**src/rtl/multicycle_pkg.sv**
```systemverilog
// Shared constants, state encoding and ALU command decode for the multicycle ARM-subset controller.
package multicycle_pkg;

    typedef enum logic [3:0] {
        FETCH,
        DECODE,
        MEMADR,
        MEMRD,
        MEMWB,
        MEMWR,
        EXECUTER,
        EXECUTEI,
        ALUWB,
        BRANCH,
        UNKNOWN
    } state_t;

    localparam logic [2:0] ALU_ADD = 3'b000;
    localparam logic [2:0] ALU_SUB = 3'b001;
    localparam logic [2:0] ALU_AND = 3'b010;
    localparam logic [2:0] ALU_ORR = 3'b011;
    localparam logic [2:0] ALU_EOR = 3'b100;
    localparam logic [2:0] ALU_MOV = 3'b101;

    localparam logic [3:0] CMD_AND = 4'b0000;
    localparam logic [3:0] CMD_EOR = 4'b0001;
    localparam logic [3:0] CMD_SUB = 4'b0010;
    localparam logic [3:0] CMD_ADD = 4'b0100;
    localparam logic [3:0] CMD_CMP = 4'b1010;
    localparam logic [3:0] CMD_ORR = 4'b1100;
    localparam logic [3:0] CMD_MOV = 4'b1101;

    localparam logic [3:0] COND_EQ = 4'b0000;
    localparam logic [3:0] COND_NE = 4'b0001;
    localparam logic [3:0] COND_CS = 4'b0010;
    localparam logic [3:0] COND_CC = 4'b0011;
    localparam logic [3:0] COND_MI = 4'b0100;
    localparam logic [3:0] COND_PL = 4'b0101;
    localparam logic [3:0] COND_VS = 4'b0110;
    localparam logic [3:0] COND_VC = 4'b0111;
    localparam logic [3:0] COND_HI = 4'b1000;
    localparam logic [3:0] COND_LS = 4'b1001;
    localparam logic [3:0] COND_GE = 4'b1010;
    localparam logic [3:0] COND_LT = 4'b1011;
    localparam logic [3:0] COND_GT = 4'b1100;
    localparam logic [3:0] COND_LE = 4'b1101;
    localparam logic [3:0] COND_AL = 4'b1110;

    localparam logic [1:0] OP_DP  = 2'b00;
    localparam logic [1:0] OP_MEM = 2'b01;
    localparam logic [1:0] OP_BR  = 2'b10;

    localparam logic [1:0] SRCA_RD1    = 2'b00;
    localparam logic [1:0] SRCA_PC     = 2'b01;
    localparam logic [1:0] SRCA_ALUOUT = 2'b10;

    localparam logic [1:0] SRCB_REG  = 2'b00;
    localparam logic [1:0] SRCB_IMM  = 2'b01;
    localparam logic [1:0] SRCB_FOUR = 2'b10;

    localparam logic [1:0] RES_ALUOUT    = 2'b00;
    localparam logic [1:0] RES_DATA      = 2'b01;
    localparam logic [1:0] RES_ALURESULT = 2'b10;

    typedef struct packed {
        logic [2:0] alu_control;
        logic       no_write;
        logic [1:0] flag_w;
    } alu_dec_t;

    // Unrecognised commands fall back to ADD with the register write and flag update killed.
    function automatic alu_dec_t decode_cmd(input logic [3:0] cmd, input logic s);
        alu_dec_t d;
        d.alu_control = ALU_ADD;
        d.no_write    = 1'b0;
        d.flag_w      = {s, 1'b0};
        case (cmd)
            CMD_ADD: d.flag_w[0] = s;
            CMD_SUB: begin
                d.alu_control = ALU_SUB;
                d.flag_w[0]   = s;
            end
            CMD_CMP: begin
                d.alu_control = ALU_SUB;
                d.no_write    = 1'b1;
                d.flag_w      = 2'b11;
            end
            CMD_AND: d.alu_control = ALU_AND;
            CMD_ORR: d.alu_control = ALU_ORR;
            CMD_EOR: d.alu_control = ALU_EOR;
            CMD_MOV: d.alu_control = ALU_MOV;
            default: begin
                d.no_write = 1'b1;
                d.flag_w   = 2'b00;
            end
        endcase
        return d;
    endfunction

endpackage

```
**src/rtl/multicycle_controller_cond_check.sv**
```systemverilog
// Combinational ARM condition-code evaluation against the architectural {N,Z,C,V} flags.
module cond_check
    import multicycle_pkg::*;
(
    input  logic [3:0] cond,
    input  logic [3:0] flags,
    output logic       cond_ex
);

    logic n;
    logic z;
    logic c;
    logic v;
    logic ge;

    assign {n, z, c, v} = flags;
    assign ge = (n == v);

    always_comb begin
        cond_ex = 1'b0;
        case (cond)
            COND_EQ: cond_ex = z;
            COND_NE: cond_ex = ~z;
            COND_CS: cond_ex = c;
            COND_CC: cond_ex = ~c;
            COND_MI: cond_ex = n;
            COND_PL: cond_ex = ~n;
            COND_VS: cond_ex = v;
            COND_VC: cond_ex = ~v;
            COND_HI: cond_ex = c & ~z;
            COND_LS: cond_ex = ~c | z;
            COND_GE: cond_ex = ge;
            COND_LT: cond_ex = ~ge;
            COND_GT: cond_ex = ~z & ge;
            COND_LE: cond_ex = z | ~ge;
            COND_AL: cond_ex = 1'b1;
            default: cond_ex = 1'b0;
        endcase
    end

endmodule

```
**src/rtl/multicycle_controller.sv**
```systemverilog
// Main FSM, instruction decode and flag register for the multicycle ARM-subset datapath.
module multicycle_controller
    import multicycle_pkg::*;
(
    input  logic        clk,
    input  logic        reset,
    input  logic [19:0] Instr,
    input  logic [3:0]  ALUFlags,
    output logic        PCWrite,
    output logic        MemWrite,
    output logic        RegWrite,
    output logic        IRWrite,
    output logic        AdrSrc,
    output logic [1:0]  ALUSrcA,
    output logic [1:0]  ALUSrcB,
    output logic [1:0]  ResultSrc,
    output logic [1:0]  ImmSrc,
    output logic [1:0]  RegSrc,
    output logic [2:0]  ALUControl,
    output logic [3:0]  Flags
);

    logic [3:0] cond;
    logic [1:0] op;
    logic [5:0] funct;
    logic [3:0] rd;
    logic       unused_rn;

    state_t   state;
    state_t   state_next;
    alu_dec_t dec;
    logic     cond_ex;
    logic     cond_ex_q;
    logic     in_execute;

    logic pc_write_raw;
    logic mem_write_raw;
    logic reg_write_raw;
    logic ir_write_raw;

    assign cond      = Instr[19:16];
    assign op        = Instr[15:14];
    assign funct     = Instr[13:8];
    assign rd        = Instr[3:0];
    assign unused_rn = ^Instr[7:4];

    assign dec        = decode_cmd(funct[4:1], funct[0]);
    assign in_execute = (state == EXECUTER) || (state == EXECUTEI);

    cond_check u_cond_check (
        .cond    (cond),
        .flags   (Flags),
        .cond_ex (cond_ex)
    );

    always_ff @(posedge clk or negedge reset) begin
        if (!reset) begin
            state <= FETCH;
        end else begin
            state <= state_next;
        end
    end

    // The condition verdict is frozen at DECODE so the flag update in EXECUTE cannot affect its own instruction.
    always_ff @(posedge clk or negedge reset) begin
        if (!reset) begin
            cond_ex_q <= 1'b0;
        end else if (state == DECODE) begin
            cond_ex_q <= cond_ex;
        end
    end

    always_ff @(posedge clk or negedge reset) begin
        if (!reset) begin
            Flags <= 4'b0000;
        end else if (in_execute && cond_ex_q) begin
            if (dec.flag_w[1]) begin
                Flags[3:2] <= ALUFlags[3:2];
            end
            if (dec.flag_w[0]) begin
                Flags[1:0] <= ALUFlags[1:0];
            end
        end
    end

    always_comb begin
        state_next    = FETCH;
        pc_write_raw  = 1'b0;
        mem_write_raw = 1'b0;
        reg_write_raw = 1'b0;
        ir_write_raw  = 1'b0;
        AdrSrc        = 1'b0;
        ALUSrcA       = SRCA_RD1;
        ALUSrcB       = SRCB_REG;
        ResultSrc     = RES_ALUOUT;
        ALUControl    = ALU_ADD;
        case (state)
            FETCH: begin
                state_next   = DECODE;
                ir_write_raw = 1'b1;
                pc_write_raw = 1'b1;
                ALUSrcA      = SRCA_PC;
                ALUSrcB      = SRCB_FOUR;
                ResultSrc    = RES_ALURESULT;
            end
            DECODE: begin
                ALUSrcA   = SRCA_PC;
                ALUSrcB   = SRCB_FOUR;
                ResultSrc = RES_ALURESULT;
                case (op)
                    OP_DP:   state_next = funct[5] ? EXECUTEI : EXECUTER;
                    OP_MEM:  state_next = MEMADR;
                    OP_BR:   state_next = BRANCH;
                    default: state_next = UNKNOWN;
                endcase
            end
            MEMADR: begin
                ALUSrcB    = SRCB_IMM;
                state_next = funct[0] ? MEMRD : MEMWR;
            end
            MEMRD: begin
                AdrSrc     = 1'b1;
                state_next = MEMWB;
            end
            MEMWB: begin
                ResultSrc     = RES_DATA;
                reg_write_raw = cond_ex_q;
            end
            MEMWR: begin
                AdrSrc        = 1'b1;
                mem_write_raw = cond_ex_q;
            end
            EXECUTER: begin
                ALUSrcB    = SRCB_REG;
                ALUControl = dec.alu_control;
                state_next = ALUWB;
            end
            EXECUTEI: begin
                ALUSrcB    = SRCB_IMM;
                ALUControl = dec.alu_control;
                state_next = ALUWB;
            end
            ALUWB: begin
                ResultSrc     = RES_ALUOUT;
                reg_write_raw = cond_ex_q & ~dec.no_write;
                pc_write_raw  = cond_ex_q & ~dec.no_write & (rd == 4'hF);
            end
            BRANCH: begin
                ALUSrcA      = SRCA_ALUOUT;
                ALUSrcB      = SRCB_IMM;
                ResultSrc    = RES_ALURESULT;
                pc_write_raw = cond_ex_q;
            end
            UNKNOWN: state_next = FETCH;
            default: state_next = FETCH;
        endcase
    end

    // Reset parks the FSM in FETCH, whose enables would otherwise be live; mask them until release.
    assign PCWrite  = pc_write_raw & reset;
    assign MemWrite = mem_write_raw & reset;
    assign RegWrite = reg_write_raw & reset;
    assign IRWrite  = ir_write_raw & reset;

    assign ImmSrc = op;
    assign RegSrc = {op == OP_MEM, op == OP_BR};

endmodule

```
**config.mk**
```make
export PLATFORM = sky130hd
export DESIGN_NAME = multicycle_controller
export DESIGN_NICKNAME = d
export VERILOG_FILES = /design/src/rtl/multicycle_pkg.sv /design/src/rtl/multicycle_controller_cond_check.sv /design/src/rtl/multicycle_controller.sv
export SDC_FILE = /design/constraint.sdc
export NUM_CORES = 1
export LEC_CHECK = 0
export BUFFER_PORTS_ARGS = -buffer_cell sky130_fd_sc_hd__buf_2
export CORE_UTILIZATION = 44
export DETAILED_ROUTE_END_ITERATION = 8
export PLACE_DENSITY = 0.85
export SETUP_SLACK_MARGIN = 0.5
export SYNTH_ARGS = -nofsm -noshare
export SYNTH_HDL_FRONTEND = slang
export SYNTH_SLANG_ARGS = --single-unit
```
**constraint.sdc**
```tcl
create_clock -name clk -period 2.2 [get_ports clk]
set_clock_uncertainty 0.05 [all_clocks]
set_input_delay 0.44 -clock clk [delete_from_list [all_inputs] [get_ports clk]]
set_output_delay 0.44 -clock clk [all_outputs]
set_load 0.005 [all_outputs]
```
==> results.cfg <==
[timing]
layout_worst_path_cycle_share = 0.972
setup_viol = 0
tightest_slew_ns = 0.361
fin_setup_tns_ns = 0
fmax_ghz = 0.467
drv_slew = 0
fin_crit_ns = 2.14
hold_violations = 0
rsz0062_at_grt = yes
whs_ns = 0.0441
slew_headroom = 0.758

[setup_path]
cpPeakStageDelay_ns = 0.32
cp.arrival_ns = 1.65
crit_top_cell = buf_2
cp-startpoint = Instr[9]
rr_endpoint = Flags[0]
cp-start-kind = primary input
cpLargestDelayFamily = compound AO/OA/AOI/OAI gates
worstSetupPathDepth = 7
critPathRequiredTime_ns = 1.71
crit_path_end_kind = primary output
crit_chain = buf_2, o21ai_0, nand2_1, a2111oi_4, a22oi_2, o41ai_2, buf_2
reg2regPathDepth = 6
r2r_slack_ns = 0.32
worstSetupPathType = primary input to primary output
cp_max_fo = 7
r2r-start = state[3]
worst-path-buf-inv = 2
slowest_stage = a2111oi_4

[global_routing]
antenna_found_initial = 0
grt_overflow = 0
track_usage = 0.249
grt_pass1_wl_mm = 3.86
grt_max_degree = 12
grt_pass1_vias = 915

[status]
status = finished, final reports clean

[placed_design]
dp_hpwl_mm = 1.75
portBuffers = 43
gp_congestion = 0.905

[clocking]
root_buffer = clkbuf_4
clock_latency_ns = 0.27
cts_made_buffers = 3
tritoncts = built
path_clk_slew_ns = 0.06
clk_path_buf_depth = 2
cts.sinks = 9
htreeDepth = 1

[logic_synthesis]
synth-seq-cells = 9
synthDistinctLibCells = 42
synth_nets = 139
synth_area_sq_um = 908
synthCells = 113
syn_area_per_cell_sq_um = 8.04
yosysWarnings = 0
yosysSeqAreaShare = 0.248

[floorplanning]
dieHeight_um = 47.4
die_w_um = 47.4
rows = 16
initial_core_util = 0.468
die-area_sq_mm = 0.00225
pin_count = 48
core-area_sq_mm = 0.00194

[worst_hold_path]
hold_path.class = primary input to async pin

[layout]
drive_above_1_share = 0.542
area_growth_syn_to_layout_pct = 52.9
final_nets = 195
diodes = 0
nFillCells = 152

[power_and_ir_drop]
p_comb_frac = 0.691
ir_drop_v = 0.000849
clock_power_share = 0.086
p_switching_w = 0.000636
power_density_mw_per_mm2 = 1080
intPower_w = 0.000867
p_sw_frac = 0.423
seq_power_share = 0.223
p_leak_nw = 0.668

[route]
viasPerCell = 5.48
dr.first_iter.drc_count = 22
drt-total-wl_mm = 2.60
via_count = 1068
wl_per_cell_um = 13.3
drtAntennaViolNets = 0
drc = 0
first_pass_iters = 4

[job]
maxCapViolCount = 0
==> power groups by stage <==
stage          clock (W)  sequential [W]  combinational [W]
3_3_place_gp           0        0.000346           0.000650
2_1_floorplan          0        0.000324           0.000493
3_5_place_dp           0        0.000348           0.000672
6_report        0.000129        0.000335            0.00104
5_1_grt         0.000141        0.000349            0.00113
4_1_cts         0.000132        0.000332           0.000938
==> cell type report <==
cell class	count	area, sq um	share of cell area
Multi-Input combinational cell	95	744	0.536
Timing Repair Buffer	57	345	0.249
Sequential cell	9	228	0.164
Tap cell	27	33.8	0.0243
Clock buffer	4	26.3	0.0189
Inverter	3	11.3	0.00811
==> placed cells by master, fill, tap and decap left out, types with 2 or more instances in the layout <==
cell type  instances
and2_4             2
a2111oi_4          2
buf_6              4
nor2_1            10
dfrtp_1            7
buf_2             42
nand2_1            9
inv_1              2
a21o_1             2
mux2_4             4
nand2b_1           2
buf_4             10
xnor2_1            2
o21ai_1            2
o21ai_0            8
nand3_1            2
nand3b_1           3
nor3b_1            3
dfrtp_2            2
a21oi_1            4
xor2_1             3
and2b_1            2
mux2i_1            2
nor2_4             3
nor2b_1            3
o21ai_2            2
nor3_1             3
clkbuf_4           3
==> worst register-to-register path: cells and delay by family, from the launching register on <==
| family | cells | cell delay, ns |
|---|---|---|
| buffers and inverters | 1 | 0.16 |
| and+or+nand+nor | 3 | 0.53 |
| muxes | 1 | 0.33 |
| DFF | 1 | 0.41 |
| AOI/OAI and AO/OA | 1 | 0.26 |
==> cell usage after synthesis <==
cell       count  area [sq um]
nor2_8         1          20.0
o21ai_1        1          5.00
nor3_1         3          15.0
a2111oi_2      1          15.0
nand2_1       11          41.3
nand2b_1       3          18.8
xor2_1         3          26.3
o21ai_0       10          50.1
nand3b_1       3          22.5
o41ai_1        1          8.76
o22ai_1        1          6.26
and2b_1        3          22.5
buf_4          3          22.5
nand3_1        2          10.0
nand4_1        1          6.26
nor2_1        14          52.6
mux2_2         2          22.5
o21ai_2        1          8.76
clkbuf_1       1          3.75
and3_1         1          6.26
xnor2_1        2          17.5
a21oi_1        5          25.0
dfrtp_1        9           225
nor4_1         1          6.26
and2_1         3          18.8
nor2b_1        3          18.8
or2b_4         1          11.3
a2111oi_4      1          27.5
o21a_1         1          7.51
o22a_1         1          8.76
nor3b_1        3          22.5
and4_1         1          8.76
a31oi_1        1          6.26
inv_1          2          7.51
a211oi_2       1          12.5
or2_1          1          6.26
a21o_1         2          15.0
buf_2          2          10.0
inv_2          1          3.75
mux2_4         2          30.0
a22oi_1        2          15.0
mux2i_1        2          20.0
==> cells by family after synthesis <==
logic type / after synthesis / share of synthesized area
AND/OR/NAND/NOR: 55 / 0.339
AO/OA/AOI/OAI: 29 / 0.233
flip-flops: 9 / 0.248
buffers and inverters: 9 / 0.0523
multiplexers: 6 / 0.0799
XOR/XNOR: 5 / 0.0482
==> layer usage <==
metal | GRT usage | up-vias | wire, um | share of wire
met5 | 0 | - | 0 | 0
met4 | 0.0971 | 0 | 40 | 0.015
met3 | 0.0792 | 5 | 121 | 0.047
met2 | 0.444 | 39 | 1480 | 0.57
met1 | 0.273 | 508 | 961 | 0.37
li1 | - | 516 | - | -
==> repair_timing <==
action,4_1_cts,5_1_grt
endpoints found under the setup margin,16,18
gates resized for setup,20,12
hold buffers,0,0
pin swaps,9,6
buffers inserted,12,0
==> flip-flops by register name (all words and copies together) (netlist names) <==
register,count
Flags,4
state,4
cond_ex_q,1
==> how the worst max path moves through the flow <==
| stage | to | slack [ns] |
|---|---|---|
| after floorplan | PCWrite | 0.45 |
| after global placement | PCWrite | 0.18 |
| after detailed placement | PCWrite | 0.15 |
| after CTS | PCWrite | 0.07 |
| after global routing | PCWrite | 0.002 |
| final | PCWrite | 0.06 |
==> per-stage QoR <==
step | utilization | setup slack (ns) | power [W] | cell area, sq um | instances
floorplan | - | 0.446 | 0.000817 | 926 | 113
global placement | 0.594 | 0.180 | 0.000996 | 1150 | 179
detailed placement | 0.594 | 0.148 | 0.00102 | 1150 | 179
CTS | 0.688 | 0.0655 | 0.00140 | 1340 | 195
global route | 0.715 | 0.00213 | 0.00162 | 1390 | 195
finish | 0.715 | 0.0608 | 0.00150 | 1390 | 195
Note: power is estimated with default switching activity, not from simulation.
